$ cat config.mk
export PLATFORM = sky130hd
export DESIGN_NAME = uart_image_loader_flat
export DESIGN_NICKNAME = d
export VERILOG_FILES = /design/src/rtl/uart_image_loader_if.sv /design/src/rtl/uart_image_loader.sv /design/src/flat_wrapper.sv
export SDC_FILE = /design/constraint.sdc
export NUM_CORES = 1
export LEC_CHECK = 0
export CORE_MARGIN = 2
export CORE_UTILIZATION = 45
export CTS_CLUSTER_DIAMETER = 200
export DETAILED_ROUTE_END_ITERATION = 10
export GPL_TIMING_DRIVEN = 0
export PLACE_DENSITY = 0.68
export SLEW_MARGIN = 20
export SYNTH_ARGS = -nofsm -noshare
export SYNTH_HDL_FRONTEND = slang
export SYNTH_SLANG_ARGS = --single-unit
$ cat constraint.sdc
create_clock -name clk -period 2.5 [get_ports clk]
set_input_delay 0.375 -clock clk [delete_from_list [all_inputs] [get_ports clk]]
set_output_delay 0.375 -clock clk [all_outputs]
set_load 0.02 [all_outputs]
$ cat src/rtl/uart_image_loader_if.sv
// Byte-stream and frame-buffer signal bundle for the UART image loader.
// The loader sits on the slave side; the UART receiver/frame buffer side is the master.
interface uart_image_loader_if #(
    parameter int ADDR_WIDTH = 15
);
    logic [7:0]            rx_data;
    logic                  rx_ready;
    logic                  mem_we;
    logic [ADDR_WIDTH-1:0] mem_addr;
    logic [7:0]            mem_wdata;
    logic [7:0]            cmd_out;
    logic                  cmd_valid;
    logic                  busy;
    logic                  frame_done;
    logic                  timeout_err;

    modport master (
        output rx_data, rx_ready,
        input  mem_we, mem_addr, mem_wdata, cmd_out, cmd_valid, busy, frame_done, timeout_err
    );

    modport slave (
        input  rx_data, rx_ready,
        output mem_we, mem_addr, mem_wdata, cmd_out, cmd_valid, busy, frame_done, timeout_err
    );
endinterface

$ cat src/rtl/uart_image_loader.sv
// Packet sequencer for the serial receive path: sync byte, command byte, then either
// a full frame of pixel writes (load command) or a one-cycle command strobe.
module uart_image_loader #(
    parameter int          IMG_WIDTH      = 160,
    parameter int          IMG_HEIGHT     = 120,
    parameter int          ADDR_WIDTH     = 15,
    parameter logic [7:0]  SYNC_BYTE      = 8'hAA,
    parameter logic [7:0]  CMD_LOAD       = 8'h01,
    parameter int          TIMEOUT_CYCLES = 10_000_000
) (
    input  logic              clk,
    input  logic              reset,
    uart_image_loader_if.slave bus
);
    localparam int DATA_W = 8;
    localparam int N      = IMG_WIDTH * IMG_HEIGHT;
    localparam int TW     = $clog2(TIMEOUT_CYCLES + 1);
    localparam logic [ADDR_WIDTH-1:0] LAST_PIX = ADDR_WIDTH'(N - 1);
    localparam logic [TW-1:0]         TMO_MAX  = TW'(TIMEOUT_CYCLES);
    // Expiry is flagged when the count would reach TIMEOUT_CYCLES, so the error
    // strobe lands TIMEOUT_CYCLES+1 clocks after the last byte strobe.
    localparam logic [TW-1:0]         TMO_LAST = TW'(TIMEOUT_CYCLES - 1);

    typedef enum logic [1:0] {S_IDLE, S_CMD, S_LOAD} state_t;

    state_t                  state_q, state_d;
    logic [ADDR_WIDTH-1:0]   pix_q, pix_d;
    logic [TW-1:0]           tmo_q, tmo_d;
    logic                    we_q, we_d;
    logic [ADDR_WIDTH-1:0]   addr_q, addr_d;
    logic [DATA_W-1:0]       wdata_q, wdata_d;
    logic [DATA_W-1:0]       cmd_q, cmd_d;
    logic                    cv_q, cv_d;
    logic                    busy_q, busy_d;
    logic                    fd_q, fd_d;
    logic                    te_q, te_d;

    function automatic logic [TW-1:0] sat_inc(input logic [TW-1:0] cnt);
        return (cnt == TMO_MAX) ? TMO_MAX : cnt + 1'b1;
    endfunction

    always_comb begin
        state_d = state_q;
        pix_d   = pix_q;
        tmo_d   = '0;
        we_d    = 1'b0;
        addr_d  = addr_q;
        wdata_d = wdata_q;
        cmd_d   = cmd_q;
        cv_d    = 1'b0;
        fd_d    = 1'b0;
        te_d    = 1'b0;
        if (bus.rx_ready) begin
            case (state_q)
                S_IDLE: if (bus.rx_data == SYNC_BYTE) state_d = S_CMD;
                S_CMD: begin
                    if (bus.rx_data == CMD_LOAD) begin
                        state_d = S_LOAD;
                        pix_d   = '0;
                    end else begin
                        cmd_d   = bus.rx_data;
                        cv_d    = 1'b1;
                        state_d = S_IDLE;
                    end
                end
                S_LOAD: begin
                    we_d    = 1'b1;
                    addr_d  = pix_q;
                    wdata_d = bus.rx_data;
                    if (pix_q == LAST_PIX) begin
                        fd_d    = 1'b1;
                        pix_d   = '0;
                        state_d = S_IDLE;
                    end else begin
                        pix_d = pix_q + 1'b1;
                    end
                end
                default: state_d = S_IDLE;
            endcase
        end else if (state_q != S_IDLE) begin
            if (tmo_q == TMO_LAST) begin
                te_d    = 1'b1;
                pix_d   = '0;
                state_d = S_IDLE;
            end else begin
                tmo_d = sat_inc(tmo_q);
            end
        end
        busy_d = (state_d != S_IDLE);
    end

    always_ff @(posedge clk) begin
        if (!reset) begin
            state_q <= S_IDLE;
            pix_q   <= '0;
            tmo_q   <= '0;
            we_q    <= 1'b0;
            addr_q  <= '0;
            wdata_q <= '0;
            cmd_q   <= '0;
            cv_q    <= 1'b0;
            busy_q  <= 1'b0;
            fd_q    <= 1'b0;
            te_q    <= 1'b0;
        end else begin
            state_q <= state_d;
            pix_q   <= pix_d;
            tmo_q   <= tmo_d;
            we_q    <= we_d;
            addr_q  <= addr_d;
            wdata_q <= wdata_d;
            cmd_q   <= cmd_d;
            cv_q    <= cv_d;
            busy_q  <= busy_d;
            fd_q    <= fd_d;
            te_q    <= te_d;
        end
    end

    assign bus.mem_we      = we_q;
    assign bus.mem_addr    = addr_q;
    assign bus.mem_wdata   = wdata_q;
    assign bus.cmd_out     = cmd_q;
    assign bus.cmd_valid   = cv_q;
    assign bus.busy        = busy_q;
    assign bus.frame_done  = fd_q;
    assign bus.timeout_err = te_q;
endmodule
$ cat src/flat_wrapper.sv
// flat-port wrapper written by rule: the top's interface ports become plain ports
module uart_image_loader_flat 
#(
    parameter int          IMG_WIDTH      = 160,
    parameter int          IMG_HEIGHT     = 120,
    parameter int          ADDR_WIDTH     = 15,
    parameter logic [7:0]  SYNC_BYTE      = 8'hAA,
    parameter logic [7:0]  CMD_LOAD       = 8'h01,
    parameter int          TIMEOUT_CYCLES = 10_000_000
)
  (clk, reset, bus_rx_data, bus_rx_ready, bus_mem_we, bus_mem_addr, bus_mem_wdata, bus_cmd_out, bus_cmd_valid, bus_busy, bus_frame_done, bus_timeout_err);
  uart_image_loader_if #(.ADDR_WIDTH(ADDR_WIDTH)) bus_i ();
  input  logic clk;
  input  logic reset;
  input wire logic [$bits(bus_i.rx_data)-1:0] bus_rx_data;
  input wire logic [$bits(bus_i.rx_ready)-1:0] bus_rx_ready;
  output wire logic [$bits(bus_i.mem_we)-1:0] bus_mem_we;
  output wire logic [$bits(bus_i.mem_addr)-1:0] bus_mem_addr;
  output wire logic [$bits(bus_i.mem_wdata)-1:0] bus_mem_wdata;
  output wire logic [$bits(bus_i.cmd_out)-1:0] bus_cmd_out;
  output wire logic [$bits(bus_i.cmd_valid)-1:0] bus_cmd_valid;
  output wire logic [$bits(bus_i.busy)-1:0] bus_busy;
  output wire logic [$bits(bus_i.frame_done)-1:0] bus_frame_done;
  output wire logic [$bits(bus_i.timeout_err)-1:0] bus_timeout_err;
  assign bus_i.rx_data = bus_rx_data;
  assign bus_i.rx_ready = bus_rx_ready;
  assign bus_mem_we = bus_i.mem_we;
  assign bus_mem_addr = bus_i.mem_addr;
  assign bus_mem_wdata = bus_i.mem_wdata;
  assign bus_cmd_out = bus_i.cmd_out;
  assign bus_cmd_valid = bus_i.cmd_valid;
  assign bus_busy = bus_i.busy;
  assign bus_frame_done = bus_i.frame_done;
  assign bus_timeout_err = bus_i.timeout_err;
  uart_image_loader #(.IMG_WIDTH(IMG_WIDTH), .IMG_HEIGHT(IMG_HEIGHT), .ADDR_WIDTH(ADDR_WIDTH), .SYNC_BYTE(SYNC_BYTE), .CMD_LOAD(CMD_LOAD), .TIMEOUT_CYCLES(TIMEOUT_CYCLES)) u_core (.clk(clk), .reset(reset), .bus(bus_i));
endmodule
==> impl_metrics.csv, run 1 <==
group,metric,value,unit
worst_setup_path,reg2reg_slack,0.21,ns
route,drt-total-wl,7320,um
layout,stdcell_count,549,
layout,nFillCells,674,
floorplan,core_area,0.00721,sq mm
floorplan,dieArea,0.00814,sq mm
worst_setup_path,cpPeakStageDelay,0.69,ns
pwr,max-vdd-ir-drop,0.285,mV
route,first_pass_iters,4,
logic_synthesis,synth-async-reset-ratio,0,
logic_synthesis,ys_seq_area_frac,0.461,
worst_setup_path,crit_slowest_cell,"or4_4",
sta,fin_crit_sh,0.914,
sta,fin_hold_ws,0.453,ns
clock_network,h-tree-depth,3,
pwr,p_leak,1.38,nW
global_route,grt_max_degree,14,
clock_network,ctsResizeCount,0,
logic_synthesis,syn_area,0.00334,sq mm
worst_setup_path,rr_endpoint,"u_core.pix_q[10]",
sta,rsz0062_at_grt,"no",
pwr,power.density,580,mW/mm^2
floorplan,pin_count,47,
logic_synthesis,avgSynthCellArea,8.62,sq um
worst_setup_path,crit_required,2.74,ns
worst_setup_path,reg2reg_depth,6,
sta,tightest_slew,1.01,ns
worst_setup_path,path_class,"flip-flop to flip-flop",
worst_setup_path,r2r_start,"u_core.pix_q[0]",
floorplan,rows,31,
floorplan,start_util,0.464,
hold_path,min-delay-path-class,"flip-flop to flip-flop",
layout,final_cell_area,0.00418,sq mm
route,vias,2878,
route,ant_nets,0,
floorplan,die_y,90.2,um
sta,drv_slew,0,
run,drv_cap,0,
logic_synthesis,yosysTopAreaCell,"dfxtp_1",
clock_network,path_clk_slew,0.08,ns
hold_path,min_to,"u_core.bus.mem_wdata[6]",
clock_network,root_buffer,"clkbuf_8",
logic_synthesis,synth_nets,402,
layout,num_antenna_cells,0,
route,via_per_inst,5.24,
worst_setup_path,crit_chain,"ha_1 > nand4_1 > or4_4 > nand3_4 > nor3_1 > a211o_1",
sta,finClkSkew,0.00856,ns
route,drc_errors,0,
clock_network,cts_made_buffers,9,
status,status,"finished clean",
clock_network,cts_tree,"built",
hold_path,hp-start,"u_core.bus.mem_wdata[6]",
sta,layout_min_cycle_time,2.29,ns
placement,placed_cell_area,0.00393,sq mm
clock_network,cts_hold_buf,0,
layout,areaGrowthSynthToFinish,24.8,%
logic_synthesis,synthCells,388,
logic_synthesis,synth-seq-cells,77,
clock_network,clock_latency,0.35,ns
worst_setup_path,arrival,2.53,ns
global_route,grt_pass1_wl,12300,um
placement,dp_hpwl,5190,um
global_route,grt_pass1_vias,2622,
clock_network,post_cts_buffers,0,
logic_synthesis,synth_flop_cell,"dfxtp_1",
global_route,track_usage,0.184,
placement,portBuffers,46,
logic_synthesis,yosys.cell_types.count,50,
layout,utilization,0.579,
logic_synthesis,synth_top_area_share,0.461,
clock_network,cts_buffer_depth,2,
route,avgRoutedWirePerCell,13.3,um
logic_synthesis,synth_edf_count,0,
clock_network,clkSinkCount,77,
worst_setup_path,worstPathMaxFanout,10,
sta,setup_violations,0,
hold_path,min_path_cells,2,
sta,hold_viol_final,0,
placement,gp_congestion,0.828,
layout,drive_gt1_frac,0.0800,
worst_setup_path,worstSetupEndpointType,"flip-flop",
layout,nets,459,
logic_synthesis,synth_area_leaders,"dfxtp_1 (46%), nand2_1 (6.6%), nor2_1 (5.1%), xnor2_1 (4.5%), a21oi_1 (4.0%)",
sta,relSlewSlack,0.320,
worst_setup_path,start_kind,"flip-flop",
logic_synthesis,ys_warn_count,0,
global_route,overflow,0,
placement,numPlacedInstances,533,
floorplan,die_x,90.2,um
sta,clock.fmax,437,MHz
route,drtIter0Drc,148,
global_route,antenna_found_initial,0,
metrics by stage:
stage	worst slack [ns]	power, mW	TNS [ns]
after floorplan	0.482	1.27	0
after global placement	-0.0742	1.30	-0.329
after detailed placement	-0.112	1.30	-0.531
after CTS	0.207	2.44	0
after global routing	0.0473	2.49	0
final	0.214	2.42	0
layer usage:
layer  track usage  vias up  wire [um]  share of wire
li1              -     1478          -              -
met1         0.241     1324       3480           0.48
met2         0.299       66       3410           0.47
met3        0.0344       10        307          0.042
met4        0.0731        0        108          0.015
met5             0        -          0              0
cell families (layout without fill, tap and decap cells):
group           Yosys count  in the layout  synth area share
fa+ha+maj                 3              3            0.0112
xor+xnor                 23             23            0.0602
simple gates            190            190             0.293
compound gates           57             57             0.108
flops                    77             77             0.461
buf+inv                  29             91            0.0404
mux                       9              9            0.0269
placed cells by master, fill, tap and decap left out, types with 3 or more instances in the layout:
cell type / n
dfxtp_1: 77
nand2_1: 59
clkdlybuf4s50_1: 46
nor2_1: 45
a21oi_1: 27
xnor2_1: 17
nor3_1: 15
nand3_1: 15
inv_1: 11
clkbuf_1: 11
nand4_1: 11
clkbuf_8: 10
mux2i_1: 9
nor4_1: 9
and3_1: 8
o21ai_0: 8
xor2_1: 6
a211o_1: 6
nor3b_1: 3
nor4b_1: 3
or3_1: 3
a21o_1: 3
a22o_1: 3
ha_1: 3
bufinv_16: 3
power by group:
group	total (mW)	switching [mW]	leakage (nW)	internal, mW
Combinational	0.0504	0.0298	0.638	0.0206
Clock	1.15	0.456	0.127	0.690
Sequential	1.23	0.0000874	0.620	1.23
area by class of cell:
class                   count  area, sq um  area share
well taps                  99          124      0.0297
flip-flops and latches     77         1540       0.369
clock inverters             6          109      0.0261
clock buffers              10          138      0.0330
inverters                  11         41.3     0.00989
repair buffers             46          460       0.110
multi-input cells         282         1670       0.399
plain buffers              18         93.8      0.0225
critical path: cells and delay by family, from the launching register on:
kind	cells	cell delay [ns]
compound gates	1	0.26
fa+ha+maj	1	0.23
flops	1	0.41
simple gates	4	1.28
flip-flops by register name (all words and copies together), names as in the netlist:
name and cells:
u_core.bus.mem_wdata 8, u_core.state_q 2, u_core.bus.busy 1, u_core.bus.cmd_valid 1, u_core.pix_q 15, u_core.bus.frame_done 1
u_core.tmo_q 24, u_core.bus.mem_addr 15, u_core.bus.mem_we 1, u_core.bus.timeout_err 1, u_core.bus.cmd_out 8
synth_stat cells (all sizes together), types with 2 or more instances:
cell type,instances
nand4,11
nor3,16
xnor2,17
or4,3
a21oi,28
a21o,3
o21ai,8
ha,3
and3,9
or4b,2
or3,4
nand2b,2
nand3,16
or2,2
clkbuf,12
nor3b,3
buf,6
nor2,45
a211o,6
nor4b,3
xor2,6
nand2,59
dfxtp,77
inv,11
mux2i,9
a22o,3
nor4,11
worst max-delay path by stage:
stage / slack (ns) / to / cells after the start / from
4_1_cts: 0.21 / u_core.pix_q[10] / 6 / u_core.pix_q[0]
3_5_place_dp: -0.11 / u_core.pix_q[6] / 6 / bus_rx_ready
3_3_place_gp: -0.07 / u_core.pix_q[6] / 6 / bus_rx_ready
6_report: 0.21 / u_core.pix_q[10] / 6 / u_core.pix_q[0]
5_1_grt: 0.05 / u_core.tmo_q[0] / 9 / u_core.tmo_q[0]
2_1_floorplan: 0.48 / u_core.pix_q[10] / 6 / u_core.pix_q[0]
Power figures use the tool's default switching activity.
==> inputs of run 2 (changes only) <==
--- a/config.mk
+++ b/config.mk
@@ -11,4 +11,5 @@
 export DETAILED_ROUTE_END_ITERATION = 10
 export GPL_TIMING_DRIVEN = 0
+export MAX_ROUTING_LAYER = met4
 export PLACE_DENSITY = 0.68
 export SLEW_MARGIN = 20
==> constraint.sdc (replaced) <==
create_clock -name clk -period 2.5 [get_ports clk]
set_input_delay 0.375 -clock clk [delete_from_list [all_inputs] [get_ports clk]]
set_output_delay 0.375 -clock clk [all_outputs]
set_load 0.01 [all_outputs]
==> run 2 against run 1 <==
  * Critical path depth unchanged
  * Non-clock buffer count unchanged
  * Global-route usage increased by 0.58 points
  * Combinational power about the same
  * Via count decreased by 0.49%
  * First-iteration DRC count increased by 8.8%
  * Final area unchanged
  * Final cell count unchanged
  * Clock skew about the same
  * Hold slack about the same
  * Largest power group unchanged
  * Clock-buffer cell count unchanged
  * Critical endpoint is now u_core.pix_q[6]
==> impl_metrics.csv, run 2 (synthesized netlist as in run 1, its figures left out) <==
group,metric,value,unit
status,status,"finished clean",
pwr,p_int,1.94,mW
hold_path,hp-start,"u_core.bus.mem_wdata[6]",
worst_setup_path,crit_slowest_cell,"nor3_1",
clock_network,clock_latency,0.34,ns
hold_path,min-delay-path-class,"flip-flop to flip-flop",
pwr,pwr-share-clk,0.473,
pwr,max-vdd-ir-drop,0.285,mV
placement,gp_congestion,0.840,
sta,fin_hold_ws,0.453,ns
global_route,antenna_found_initial,0,
placement,portBuffers,46,
clock_network,post_cts_buffers,0,
global_route,grt_max_degree,14,
clock_network,clkSinkCount,77,
layout,areaGrowthSynthToFinish,24.8,%
floorplan,start_util,0.464,
sta,hold_viol_final,0,
sta,finalSetupTns,0,ns
worst_setup_path,reg2reg_depth,6,
worst_setup_path,arrival,2.61,ns
placement,dp_hpwl,5190,um
placement,placed_cell_area,0.00393,sq mm
worst_setup_path,r2r_start,"u_core.pix_q[0]",
worst_setup_path,path_class,"input port to flip-flop",
floorplan,dieArea,0.00814,sq mm
pwr,power.total,2.42,mW
sta,fin_crit_sh,0.934,
worst_setup_path,crit_required,2.77,ns
global_route,track_usage,0.190,
sta,relSlewSlack,0.276,
route,first_pass_iters,4,
layout,final_cell_area,0.00418,sq mm
worst_setup_path,rr_endpoint,"u_core.pix_q[6]",
hold_path,min_to,"u_core.bus.mem_wdata[6]",
route,via_per_inst,5.22,
layout,drive_gt1_frac,0.0800,
clock_network,path_clk_slew,0.08,ns
route,drt-total-wl,7350,um
pwr,p_switching,0.482,mW
global_route,overflow,0,
clock_network,cts_tree,"built",
floorplan,die_y,90.2,um
sta,tightest_slew,1.08,ns
floorplan,pin_count,47,
sta,rsz0062_at_grt,"no",
worst_setup_path,reg2reg_slack,0.20,ns
sta,layout_min_cycle_time,2.34,ns
global_route,grt_pass1_vias,2623,
layout,largest_register_ff_count,24,
worst_setup_path,worstPathMaxFanout,10,
layout,top_register,"u_core.tmo_q",
sta,clock.fmax,428,MHz
global_route,grt_pass1_wl,12400,um
pwr,sw_frac_of_total,0.199,
run,drv_cap,0,
route,avgRoutedWirePerCell,13.4,um
clock_network,h-tree-depth,3,
worst_setup_path,worstSetupEndpointType,"flip-flop",
floorplan,core_area,0.00721,sq mm
pwr,p_leak,1.38,nW
route,drc_errors,0,
floorplan,die_x,90.2,um
clock_network,cts_buffer_depth,2,
route,drtIter0Drc,161,
layout,num_antenna_cells,0,
sta,drv_slew,0,
sta,setup_violations,0,
sta,finClkSkew,0.00874,ns
clock_network,cts_made_buffers,9,
route,vias,2864,
pwr,power.density,579,mW/mm^2
layout,nets,459,
layout,layout_common_cells,"dfxtp_1 (77), nand2_1 (59), clkdlybuf4s50_1 (46)",
worst_setup_path,crit_chain,"clkdlybuf4s50_1 > nand2_1 > or2_2 > nor3_1 > o21ai_0 > a21oi_1",
clock_network,cts_hold_buf,0,
floorplan,rows,31,
clock_network,root_buffer,"clkbuf_8",
layout,utilization,0.579,
worst_setup_path,cpPeakStageDelay,0.86,ns
pwr,power_frac_comb,0.021,
clock_network,ctsResizeCount,0,
hold_path,min_path_cells,2,
pwr,power.sequential.fraction,0.507,
layout,final_common_cell,"dfxtp_1",
layout,nFillCells,674,
route,ant_nets,0,
worst_setup_path,start_kind,"input port",
## run 2: cell counts in the layout (fill, tap and decap cells not counted)
No cell type changed its count.
## run 2: worst max path at each step
stage	endpoint	depth (start not counted)	from	slack, ns
3_3_place_gp	u_core.pix_q[6]	6	bus_rx_ready	-0.07
6_report	u_core.pix_q[6]	6	bus_rx_ready	0.16
4_1_cts	u_core.pix_q[10]	6	u_core.pix_q[0]	0.21
2_1_floorplan	u_core.pix_q[10]	6	u_core.pix_q[0]	0.48
3_5_place_dp	u_core.pix_q[6]	6	bus_rx_ready	-0.11
5_1_grt	u_core.pix_q[6]	6	u_core.pix_q[0]	0.01
## run 2: cell type report
cell class / count / area, sq um / area share
Multi-Input combinational cell: 282 / 1670 / 0.399
Inverter: 11 / 41.3 / 0.00989
Clock inverter: 6 / 109 / 0.0261
Sequential cell: 77 / 1540 / 0.369
Buffer: 18 / 93.8 / 0.0225
Clock buffer: 10 / 138 / 0.0330
Timing Repair Buffer: 46 / 460 / 0.110
Tap cell: 99 / 124 / 0.0297
## run 2: per-stage QoR
stage,cells,worst slack [ns]
2_1_floorplan,388,0.482
3_3_place_gp,533,-0.0742
3_5_place_dp,533,-0.112
4_1_cts,549,0.207
5_1_grt,549,0.0146
6_report,549,0.164
## run 2: power by group through the flow
stage / Sequential, mW / Combinational (mW) / Clock, mW
floorplan: 1.25 / 0.0188 / 0
global placement: 1.25 / 0.0503 / 0
detailed placement: 1.25 / 0.0499 / 0
CTS: 1.23 / 0.0504 / 1.16
global route: 1.23 / 0.0547 / 1.21
finish: 1.23 / 0.0503 / 1.14
## run 2: per-layer routing
layer,vias up,global-route usage,wire (um)
met5,-,-,0
met2,59,0.298,3420
li1,1475,-,-
met1,1322,0.245,3550
met3,8,0.0344,297
met4,0,0.0731,85
## run 2: worst max-delay path: cells and delay by family
family / cells / cell delay (ns)
AOI/OAI and AO/OA: 2 / 0.39
buffers and inverters: 1 / 0.59
and+or+nand+nor: 3 / 1.25
